### config.mk
export PLATFORM = sky130hd
export DESIGN_NAME = tx_piso_serializer_flat
export DESIGN_NICKNAME = d
export VERILOG_FILES = /design/src/rtl/tx_piso_pkg.sv /design/src/rtl/tx_piso_if.sv /design/src/rtl/tx_piso_serializer.sv /design/src/flat_wrapper.sv
export SDC_FILE = /design/constraint.sdc
export NUM_CORES = 1
export LEC_CHECK = 0
export ABC_AREA = 0
export BUFFER_PORTS_ARGS = -buffer_cell sky130_fd_sc_hd__buf_2
export CAP_MARGIN = 20
export CORE_ASPECT_RATIO = 1.75
export CORE_MARGIN = 2
export CORE_UTILIZATION = 30
export DETAILED_ROUTE_END_ITERATION = 6
export PLACE_DENSITY = 0.54
export SLEW_MARGIN = 20
export SYNTH_ARGS = -nofsm -noshare
export SYNTH_HDL_FRONTEND = slang
export SYNTH_SLANG_ARGS = --single-unit
export TNS_END_PERCENT = 10
### constraint.sdc
create_clock -name clk_in -period 3.29 [get_ports clk_in]
set_input_delay 0.987 -clock clk_in [delete_from_list [all_inputs] [get_ports clk_in]]
set_output_delay 0.987 -clock clk_in [all_outputs]
set_load 0.05 [all_outputs]
### src/rtl/tx_piso_pkg.sv
// Shared definitions for the TX parallel-in/serial-out stage: width select
// encoding, width decode and the FSM state type.
package tx_piso_pkg;

  localparam logic [1:0] WSEL_16 = 2'd0;
  localparam logic [1:0] WSEL_20 = 2'd1;
  localparam logic [1:0] WSEL_32 = 2'd2;
  localparam logic [1:0] WSEL_40 = 2'd3;

  localparam int BIT_CNT_W = 6;

  typedef enum logic [0:0] {
    IDLE = 1'b0,
    RUN  = 1'b1
  } state_t;

  function automatic logic [BIT_CNT_W-1:0] decode_width(input logic [1:0] sel);
    logic [BIT_CNT_W-1:0] w;
    case (sel)
      WSEL_16: w = 6'd16;
      WSEL_20: w = 6'd20;
      WSEL_32: w = 6'd32;
      WSEL_40: w = 6'd40;
      default: w = 6'd16;
    endcase
    return w;
  endfunction

endpackage

### src/rtl/tx_piso_if.sv
// Parallel word handshake into the serializer.
interface tx_piso_if #(
  parameter int MAX_WIDTH = 40
) ();

  // A word transfers on a rising clk_in edge where in_valid and in_ready are
  // both high. in_ready is high only at a load point of a running serializer
  // with en set; the source may hold or change in_data freely otherwise.
  logic [MAX_WIDTH-1:0] in_data;
  logic                 in_valid;
  logic                 in_ready;

  modport master (
    output in_data,
    output in_valid,
    input  in_ready
  );

  modport slave (
    input  in_data,
    input  in_valid,
    output in_ready
  );

endinterface

### src/rtl/tx_piso_serializer.sv
// Serial-rate PISO: loads a word at each load point, shifts it out LSB-first,
// and derives a 50% duty word clock from the bit counter.
module tx_piso_serializer
  import tx_piso_pkg::*;
#(
  parameter int                   MAX_WIDTH = 40,
  parameter logic [MAX_WIDTH-1:0] IDLE_WORD = '0
) (
  input  logic        clk_in,
  input  logic        rst_n,
  input  logic        en,
  input  logic [1:0]  width_sel,
  tx_piso_if.slave    in_if,
  output logic        ser_out,
  output logic        word_clk,
  output logic        underflow,
  output logic        busy,
  output state_t      dbg_state
);

  logic [1:0]           r_rst_sync;
  logic                 w_rst_n;

  state_t               r_state;
  state_t               w_state_nxt;
  logic [BIT_CNT_W-1:0] r_bit_cnt;
  logic [BIT_CNT_W-1:0] w_bit_cnt_nxt;
  logic [BIT_CNT_W-1:0] r_w_cur;
  logic [BIT_CNT_W-1:0] w_w_cur_nxt;
  logic [BIT_CNT_W-1:0] w_width_new;
  logic [MAX_WIDTH-1:0] r_sr;
  logic [MAX_WIDTH-1:0] w_sr_nxt;
  logic                 r_word_clk;
  logic                 w_word_clk_nxt;
  logic                 r_underflow;
  logic                 w_underflow_nxt;
  logic                 w_load_pt;

  // Reset asserts asynchronously; release passes through two flops so the
  // datapath leaves reset on a clean edge.
  always_ff @(posedge clk_in or negedge rst_n) begin
    if (!rst_n) begin
      r_rst_sync <= 2'b00;
    end else begin
      r_rst_sync <= {r_rst_sync[0], 1'b1};
    end
  end

  assign w_rst_n = r_rst_sync[1];

  assign w_width_new = decode_width(width_sel);
  assign w_load_pt   = (r_state == RUN) && (r_bit_cnt == (r_w_cur - 6'd1));

  always_comb begin
    w_state_nxt     = r_state;
    w_bit_cnt_nxt   = r_bit_cnt;
    w_w_cur_nxt     = r_w_cur;
    w_sr_nxt        = r_sr;
    w_underflow_nxt = 1'b0;
    case (r_state)
      IDLE: begin
        if (en) begin
          // Entering at W-1 makes the first RUN cycle a load point.
          w_state_nxt   = RUN;
          w_w_cur_nxt   = w_width_new;
          w_bit_cnt_nxt = w_width_new - 6'd1;
        end
      end
      RUN: begin
        if (w_load_pt) begin
          if (!en) begin
            w_state_nxt   = IDLE;
            w_sr_nxt      = '0;
            w_bit_cnt_nxt = '0;
          end else begin
            w_bit_cnt_nxt = '0;
            w_w_cur_nxt   = w_width_new;
            if (in_if.in_valid) begin
              w_sr_nxt = in_if.in_data;
            end else begin
              w_sr_nxt        = IDLE_WORD;
              w_underflow_nxt = 1'b1;
            end
          end
        end else begin
          w_sr_nxt      = {1'b0, r_sr[MAX_WIDTH-1:1]};
          w_bit_cnt_nxt = r_bit_cnt + 6'd1;
        end
      end
      default: begin
        w_state_nxt = IDLE;
      end
    endcase
  end

  // High for the first half of each word's bits, so it rises with bit 0.
  assign w_word_clk_nxt = (w_state_nxt == RUN) && (w_bit_cnt_nxt < (w_w_cur_nxt >> 1));

  always_ff @(posedge clk_in or negedge w_rst_n) begin
    if (!w_rst_n) begin
      r_state     <= IDLE;
      r_bit_cnt   <= '0;
      r_w_cur     <= decode_width(WSEL_16);
      r_sr        <= '0;
      r_word_clk  <= 1'b0;
      r_underflow <= 1'b0;
    end else begin
      r_state     <= w_state_nxt;
      r_bit_cnt   <= w_bit_cnt_nxt;
      r_w_cur     <= w_w_cur_nxt;
      r_sr        <= w_sr_nxt;
      r_word_clk  <= w_word_clk_nxt;
      r_underflow <= w_underflow_nxt;
    end
  end

  // A word may not be taken at the load point where the block stops.
  assign in_if.in_ready = w_load_pt && en;

  assign ser_out   = (r_state == RUN) && r_sr[0];
  assign word_clk  = r_word_clk;
  assign underflow = r_underflow;
  assign busy      = (r_state == RUN);
  assign dbg_state = r_state;

endmodule

### src/flat_wrapper.sv
// flat-port wrapper written by rule: the top's interface ports become plain ports
module tx_piso_serializer_flat import tx_piso_pkg::*;
#(
  parameter int                   MAX_WIDTH = 40,
  parameter logic [MAX_WIDTH-1:0] IDLE_WORD = '0
)
  (clk_in, rst_n, en, width_sel, ser_out, word_clk, underflow, busy, dbg_state, in_if_in_data, in_if_in_valid, in_if_in_ready);
  tx_piso_if #(.MAX_WIDTH(MAX_WIDTH)) in_if_i ();
  input  logic clk_in;
  input  logic rst_n;
  input  logic en;
  input  logic [1:0] width_sel;
  output logic ser_out;
  output logic word_clk;
  output logic underflow;
  output logic busy;
  output state_t dbg_state;
  input wire logic [$bits(in_if_i.in_data)-1:0] in_if_in_data;
  input wire logic [$bits(in_if_i.in_valid)-1:0] in_if_in_valid;
  output wire logic [$bits(in_if_i.in_ready)-1:0] in_if_in_ready;
  assign in_if_i.in_data = in_if_in_data;
  assign in_if_i.in_valid = in_if_in_valid;
  assign in_if_in_ready = in_if_i.in_ready;
  tx_piso_serializer #(.MAX_WIDTH(MAX_WIDTH), .IDLE_WORD(IDLE_WORD)) u_core (.clk_in(clk_in), .rst_n(rst_n), .en(en), .width_sel(width_sel), .in_if(in_if_i), .ser_out(ser_out), .word_clk(word_clk), .underflow(underflow), .busy(busy), .dbg_state(dbg_state));
endmodule
Word level (Yosys, flattened, before mapping). Index checks and enable logic that the tools add are counted.

Flip-flop bits (word level): 57. Output and inout bits: 6. Logic and storage cells: 40.

Add/subtract/negate cells: 3. $lt $le $gt $ge: 1. Equality and inequality tests: 5. Mux-type cells: 17. Bitwise gates (word level): 1. Reductions and logical operators: 5.

Operator list (number): $mux 40 (3); $mux 6 (4); $pmux 6 s2 (2); $pmux 6 s4 (1); $sub 6x1->6 const B (2); $add 6x1->6 const B (1); $eq 6x6->1 (1); $lt 6x5->1 (1); $mux 1 (6); $eq 2x2->1 const B (2); $logic_and 1x1->1 (4); $eq 2x1->1 const B (1); $logic_not 2->1 (1); $ne 2x2->1 const B (1); $pmux 1 s2 (1); $not 1->1 (1).

Longest topological paths before layout. Gate-level depths: netlist of run 1.

Depth after elaboration: 7. Mapped depth: 15. Depth with buffers taken out: 14.

Least setup slack after synthesis of run 1. Ideal clock, no wire load.

Path type: register to output. From: register u_core.r_w_cur[0]. To: output port in_if_in_ready. Arrival: 2308 ps. Required time: 2303 ps. Slack: -5 ps. Cell stages (with the launch flop): 9. Cell sequence: dfrtp_1 > inv_1 > ha_1 > nor2b_1 > or3_4 > a31oi_4 > nand2_4 > buf_6 > nor2_1.

Word-level cells in the longest chain between the ends: 4.

Ends and longest elaborated chain: start, declared (line tx_piso_serializer.sv:28) `logic [BIT_CNT_W-1:0] r_w_cur;`; start signal, assigned (line tx_piso_serializer.sv:103) `r_w_cur <= decode_width(WSEL_16);`; start signal, assigned (line tx_piso_serializer.sv:110) `r_w_cur <= w_w_cur_nxt;`; $sub 6x1->6 (line tx_piso_serializer.sv:52) `assign w_load_pt = (r_state == RUN) && (r_bit_cnt == (r_w_cur - 6'd1));`; $eq 6x6->1 (line tx_piso_serializer.sv:52); $logic_and 1x1->1 (line tx_piso_serializer.sv:52); $logic_and 1x1->1 (line tx_piso_serializer.sv:118) `assign in_if.in_ready = w_load_pt && en;`; end, declared (line flat_wrapper.sv:20) `output wire logic [$bits(in_if_i.in_ready)-1:0] in_if_in_ready;`.

Every way passes these cells.

Worst setup path in the final report of run 1.
From: register u_core.r_w_cur[1]. To: output port in_if_in_ready.

Same word-level chain as after synthesis.

==> out/results.tsv, run 1 <==
stage	metric	value	unit
run_status	status	finished, final reports clean	
worst_hold_path	hold_path.class	register to register	
sta	fin_crit	3.187	ns
sta	worstMarginPinSlew	0.8407	ns
grt	grt_max_degree	53	
grt	grt_overflow_total	0	
detailed_routing	routed_wl	7.857	mm
pwr	p_per_area	900.2	mW/mm²
sta	max-slew-margin-rel	0.4395	
yosys	ys_seq_area_frac	0.4748	
pwr	p_leak	0.001947	µW
detailed_routing	drc	0	
detailed_routing	via_count	2354	
floorplan	die-area	0.01087	mm²
grt	grt_usage	0.1516	
placement	port_buffers	51	
critical_path	crit_chain	inv_1, ha_1, nor2b_1, or3_4, a31oi_4, nand2_4, nor2_4, buf_6	
cts	clock_latency	0.33	ns
yosys	synth_area	0.003007	mm²
sta	hold_viol_final	0	
yosys	synth_area_leaders	dfrtp_1 (47%), a221o_1 (13%), and3_1 (8.1%), ha_1 (4.2%), buf_6 (3.4%)	
floorplan	num_io_pins	52	
sta	max_freq	313.8	MHz
cts	cts_buffer_depth	2	
cts	cts_tree	built	
finish	regArea	0.001430	mm²
placement	gp_congestion	0.7922	
critical_path	cpPeakStageDelay	0.39	ns
yosys	synth_top_area_share	0.4661	
finish	n_fill_cell	980	
grt	grt_pass1_wl	12.52	mm
yosys	synth_largest_area_cell	dfrtp_1	
critical_path	critPathKind	register to output pin	
yosys	ys_seq_elements	57	
critical_path	required	2.30	ns
yosys	syn-instance-count	264	
critical_path	path_buf_inv	2	
cts	numCtsBuffers	9	
sta	setup_violations	0	
grt	antenna_found_initial	0	
detailed_routing	viasPerCell	5.231	
finish	area_delta_synth_final	23.51	%
sta	hold_slack	0.3584	ns
sta	maxSlewViolCount	0	
critical_path	crit_family	simple AND/OR/NAND/NOR gates	
floorplan	core.rowCount	48	
yosys	synth_fp_nets	320	
cts	htree_levels	3	
placement	dp_hpwl	5.399	mm
finish	drive_above_1_share	0.3108	
floorplan	start_util	0.3071	
yosys	ys_types	45	
floorplan	die_w	79.68	µm
sta	fin_skew	0.01000	ns
sta	finalCritPeriodShare	0.9687	
yosys	synth.avg_cell_area	11.39	µm²
cts	root_buffer	clkbuf_16	
run	max_cap_viol_count	0	
finish	antenna-diode-count	0	
critical_path	end_kind	output pin	
critical_path	slowest_stage	or3_4	
critical_path	critPathLaunchType	register	
detailed_routing	drtIter0Drc	164	
finish	utilization	0.3793	
sta	rsz0062_at_grt	yes	
detailed_routing	wire_per_inst	17.46	µm
pwr	ir_drop	0.0004057	V
cts	clock_sinks	57	
floorplan	core	0.009789	mm²
grt	grt_pass1_vias	2401	
critical_path	cp_data_arrival_time	2.20	ns
critical_path	crit_fanout	5	
yosys	synth_warnings	0	
detailed_routing	postRouteAntennaNets	0	
floorplan	die_h	136.4	µm
cts	clkTransAtPathRegs	0.05	ns
finish	multi_input_area	0.001399	mm²
detailed_routing	dr.pass1.iters	5	
finish	final_net_count	376	
==> layout make-up <==
cell class / instances / area share
Multi-Input combinational cell: 176 / 0.3767
Clock buffer: 12 / 0.07177
Tap cell: 125 / 0.04212
Sequential cell: 57 / 0.3851
Timing Repair Buffer: 66 / 0.1007
Clock inverter: 4 / 0.01348
Inverter: 10 / 0.01011
==> kinds of logic (layout without fill, tap and decap cells) <==
family	after synthesis	after routing	synth area share
AND/OR/NAND/NOR	80	80	0.1611
buffers and inverters	31	92	0.06243
adder cells (fa/ha/maj)	10	10	0.04161
multiplexers	10	10	0.03995
flip-flops	57	57	0.4748
other	1	1	0.001247
AO/OA/AOI/OAI	67	67	0.1956
XOR/XNOR	8	8	0.02331
==> cells in the mapped netlist (all sizes together) <==
cell type	n
a22o	1
inv	10
and3b	1
a32oi	1
ha	10
a31o	1
a221o	38
dfrtp	56
dfstp	1
or2	3
a31oi	4
nor2b	2
mux2	4
xnor2	5
nand3	4
nand2	5
o2111ai	1
and3	39
o211a	1
buf	10
o31ai	1
a221oi	1
mux2i	6
o311ai	1
nand3b	1
nor2	13
nor4	1
o21ai	7
conb	1
nand2b	2
clkbuf	11
a21oi	8
nor3	4
a2111o	1
and2	3
a211oi	1
xor2	3
or3	2
==> metal layers <==
metal	part of all wire	up-vias	track usage
met5	0	-	0
li1	-	1112	-
met1	0.43	1179	0.1903
met2	0.52	50	0.2526
met3	0.035	13	0.02523
met4	0.023	0	0.06801
==> report_power, final <==
part           switching, µW  internal [µW]  total, µW
Combinational            674            590       1260
Clock                    326            646        972
Sequential               182            925       1110
==> metrics by stage <==
step	worst slack (ns)	instances	total power, µW	TNS, ns	instance area, µm²
after global placement	0.2272	428	2321	0	3339
after CTS	0.03692	444	3346	0	3659
after detailed placement	0.1385	428	2346	0	3339
after floorplan	0.2216	264	2042	0	3009
final	0.1031	450	3343	0	3714
after global routing	-0.01922	450	3543	-0.02044	3714
==> flip-flops by register name, summed over array words and instances (netlist names) <==
register	flops
u_core.r_bit_cnt	6
u_core.r_sr	40
u_core.r_w_cur	6
u_core.word_clk	1
u_core.r_rst_sync	2
u_core.busy	1
u_core.underflow	1
==> worst paths after layout <==
kind                                 startpoint                   end  depth (start not counted)  slack (ns)
min reg2reg                u_core.r_rst_sync[0]  u_core.r_rst_sync[1]                          0        0.36
min in group asynchronous  u_core.r_rst_sync[1]       u_core.r_sr[17]                          0        0.37
max                           u_core.r_w_cur[1]        in_if_in_ready                          8        0.10
min                        u_core.r_rst_sync[0]  u_core.r_rst_sync[1]                          0        0.36
max in group asynchronous  u_core.r_rst_sync[1]     u_core.r_w_cur[4]                          1        2.18
max reg2reg                   u_core.r_w_cur[1]       u_core.word_clk                         12        0.12
==> placed cells by master (no fill, tap or decap), drive strengths merged, types with 2 or more instances in the layout <==
| master | n |
|---|---|
| a21oi | 8 |
| a221o | 38 |
| a31oi | 4 |
| and2 | 3 |
| and3 | 39 |
| buf | 66 |
| clkbuf | 12 |
| clkinvlp | 2 |
| dfrtp | 56 |
| ha | 10 |
| inv | 10 |
| mux2 | 4 |
| mux2i | 6 |
| nand2 | 5 |
| nand2b | 2 |
| nand3 | 4 |
| nor2 | 13 |
| nor2b | 2 |
| nor3 | 4 |
| o21ai | 7 |
| or2 | 3 |
| or3 | 2 |
| xnor2 | 5 |
| xor2 | 3 |
==> what timing repair did <==
item,4_1_cts,5_1_grt
resized for setup,1,4
endpoints found under the hold margin,0,0
buffers inserted,0,6
hold buffers,0,0
setup endpoints to repair,1,2
pin swaps,0,1
(Power assumes the default switching activity.)
==> run 2, diff against run 1 <==
--- a/config.mk
+++ b/config.mk
@@ -9,7 +9,6 @@
 export BUFFER_PORTS_ARGS = -buffer_cell sky130_fd_sc_hd__buf_2
 export CAP_MARGIN = 20
 export CORE_ASPECT_RATIO = 1.75
-export CORE_MARGIN = 2
 export CORE_UTILIZATION = 30
 export DETAILED_ROUTE_END_ITERATION = 6
 export PLACE_DENSITY = 0.54
==> constraint.sdc (replaced) <==
create_clock -name clk_in -period 3.1 [get_ports clk_in]
set_input_delay 0.93 -clock clk_in [delete_from_list [all_inputs] [get_ports clk_in]]
set_output_delay 0.93 -clock clk_in [all_outputs]
set_load 0.05 [all_outputs]
==> out/results.tsv, run 2 (synthesized netlist as in run 1, its figures left out) <==
stage	metric	value	unit
run_status	status	finished, final reports clean	
finish	multi_input_area	0.001421	mm²
cts	root_buffer	clkbuf_16	
floorplan	num_io_pins	52	
grt	grt_pass1_vias	2524	
placement	port_buffers	51	
floorplan	die-area	0.01044	mm²
detailed_routing	viasPerCell	5.227	
pwr	p_per_area	1001	mW/mm²
cts	htree_levels	3	
critical_path	cp_data_arrival_time	2.05	ns
grt	grt_pass1_wl	12.86	mm
critical_path	required	2.17	ns
sta	rsz0062_at_grt	no	
floorplan	die_h	134.4	µm
cts	cts_buffer_depth	2	
critical_path	cp-startpoint	u_core.r_w_cur[1]	
run	max_cap_viol_count	0	
pwr	finalPower	3784	µW
pwr	ir_drop	0.0003767	V
critical_path	cpPeakStageDelay	0.39	ns
sta	setup_tns	0	ns
detailed_routing	wire_per_inst	17.35	µm
placement	dp_hpwl	5.234	mm
finish	drive_above_1_share	0.3108	
detailed_routing	postRouteAntennaNets	0	
sta	hold_viol_final	0	
finish	regArea	0.001429	mm²
finish	n_fill_cell	944	
cts	cts_tree	built	
placement	gp_congestion	0.8304	
sta	worstMarginPinSlew	0.5086	ns
critical_path	crit_chain	inv_2, ha_4, nor2b_1, or3_4, a31oi_4, nand2_4, nor2_4, buf_8	
detailed_routing	drc	0	
finish	fin_cells	450	
critical_path	crit_family	simple AND/OR/NAND/NOR gates	
critical_path	r2r-start	u_core.r_w_cur[1]	
floorplan	core.rowCount	48	
detailed_routing	drtIter0Drc	155	
finish	top_register	u_core.r_sr	
finish	reg_top3	u_core.r_sr x40, u_core.r_bit_cnt x6, u_core.r_w_cur x6	
detailed_routing	via_count	2352	
cts	numCtsBuffers	9	
cts	clock_sinks	57	
finish	layout_commonest_cell	dfrtp_1	
finish	antenna-diode-count	0	
critical_path	crit_fanout	6	
finish	final_net_count	376	
grt	antenna_found_initial	0	
critical_path	reg2regPathDepth	13	
finish	design_area	0.003782	mm²
sta	maxSlewViolCount	0	
critical_path	path_buf_inv	2	
finish	area_delta_synth_final	25.80	%
critical_path	regToRegSetupSlack	0.16	ns
placement	placed_cells	428	
sta	fin_skew	0.008888	ns
critical_path	end_kind	output pin	
critical_path	cp-endpoint	in_if_in_ready	
floorplan	core	0.009789	mm²
cts	clkTransAtPathRegs	0.05	ns
grt	grt_max_degree	43	
sta	max_freq	336.0	MHz
critical_path	cp.depth	8	
worst_hold_path	hold_path.class	register to asynchronous set/reset pin	
critical_path	critPathKind	register to output pin	
sta	fin_crit	2.976	ns
detailed_routing	dr.pass1.iters	5	
grt	grt_usage	0.1656	
critical_path	slowest_stage	or3_4	
placement	dpl-instance-area	0.003339	mm²
floorplan	start_util	0.3071	
sta	max-slew-margin-rel	0.6609	
finish	largest_reg_flops	40	
sta	setup_violations	0	
critical_path	r2r_end	u_core.word_clk	
sta	finalCritPeriodShare	0.9599	
detailed_routing	routed_wl	7.809	mm
grt	grt_overflow_total	0	
cts	clock_latency	0.34	ns
floorplan	die_w	77.68	µm
pwr	p_leak	0.001971	µW
critical_path	critPathLaunchType	register	
finish	layout_common_cells	dfrtp_1 (55), buf_2 (50), and3_1 (39)	
==> run 2: cell types whose count changed in the layout (fill, tap and decap cells not counted), moves of 2 or more <==
cell,delta
ha_1,-2
clkbuf_8,-3
bufinv_16,+3
clkbuf_1,+2
==> run 2: metal layers <==
layer	wire length [µm]	GRT usage	vias to the layer above	part of all wire
met5	0	0	-	0
met3	320	0.04422	22	0.041
met1	3193	0.1941	1159	0.41
li1	-	-	1113	-
met2	3960	0.2630	58	0.51
met4	334	0.1101	0	0.043
==> run 2: worst min path at each step <==
stage,from,end,slack (ns)
after floorplan,u_core.r_rst_sync[0],u_core.r_rst_sync[1],0.33
after global placement,u_core.r_rst_sync[1],u_core.r_sr[22],0.26
after detailed placement,u_core.r_rst_sync[1],u_core.r_sr[22],0.26
after CTS,u_core.r_rst_sync[1],u_core.r_sr[22],0.27
after global routing,u_core.r_rst_sync[1],u_core.r_sr[16],0.29
final,u_core.r_rst_sync[1],u_core.r_sr[16],0.24
==> run 2: stage by stage <==
step,utilization,hold WS [ns],worst slack [ns]
6_report,0.3864,0.2386,0.1242
3_5_place_dp,0.3411,0.2640,-0.01067
2_1_floorplan,-,0.3312,0.08858
4_1_cts,0.3793,0.2715,0.01533
5_1_grt,0.3864,0.2933,0.03562
3_3_place_gp,0.3411,0.2588,0.05694
==> run 2: final cells by class <==
class / instances / area share
Clock inverter: 5 / 0.03374
Multi-Input combinational cell: 176 / 0.3758
Timing Repair Buffer: 66 / 0.09990
Sequential cell: 57 / 0.3778
Inverter: 10 / 0.009924
Clock buffer: 11 / 0.06153
Tap cell: 125 / 0.04135
==> run 2: what timing repair did <==
item                                    CTS  global route
pin swaps                                 1             6
gates resized for setup                   2             8
setup buffers                             1             5
endpoints found under the setup margin    2             2
hold buffers                              0             0
cloned                                    0             0
==> run 2: worst register-to-register path, cell delays in order, from the launching register on <==
cell	delay, ns
dfrtp_1	0.38
inv_2	0.10
ha_4	0.15
nor2b_1	0.05
or3_4	0.39
a31oi_4	0.28
a21oi_4	0.11
buf_4	0.15
nand3b_1	0.08
o311ai_1	0.13
ha_1	0.22
or3_1	0.31
a2111o_1	0.35
a31oi_1	0.16
==> run 2: report_power, final <==
group          internal (µW)  leakage (µW)  switching, µW
clock network            866      0.000170            353
registers                981      0.000759            186
logic                    663       0.00104            735
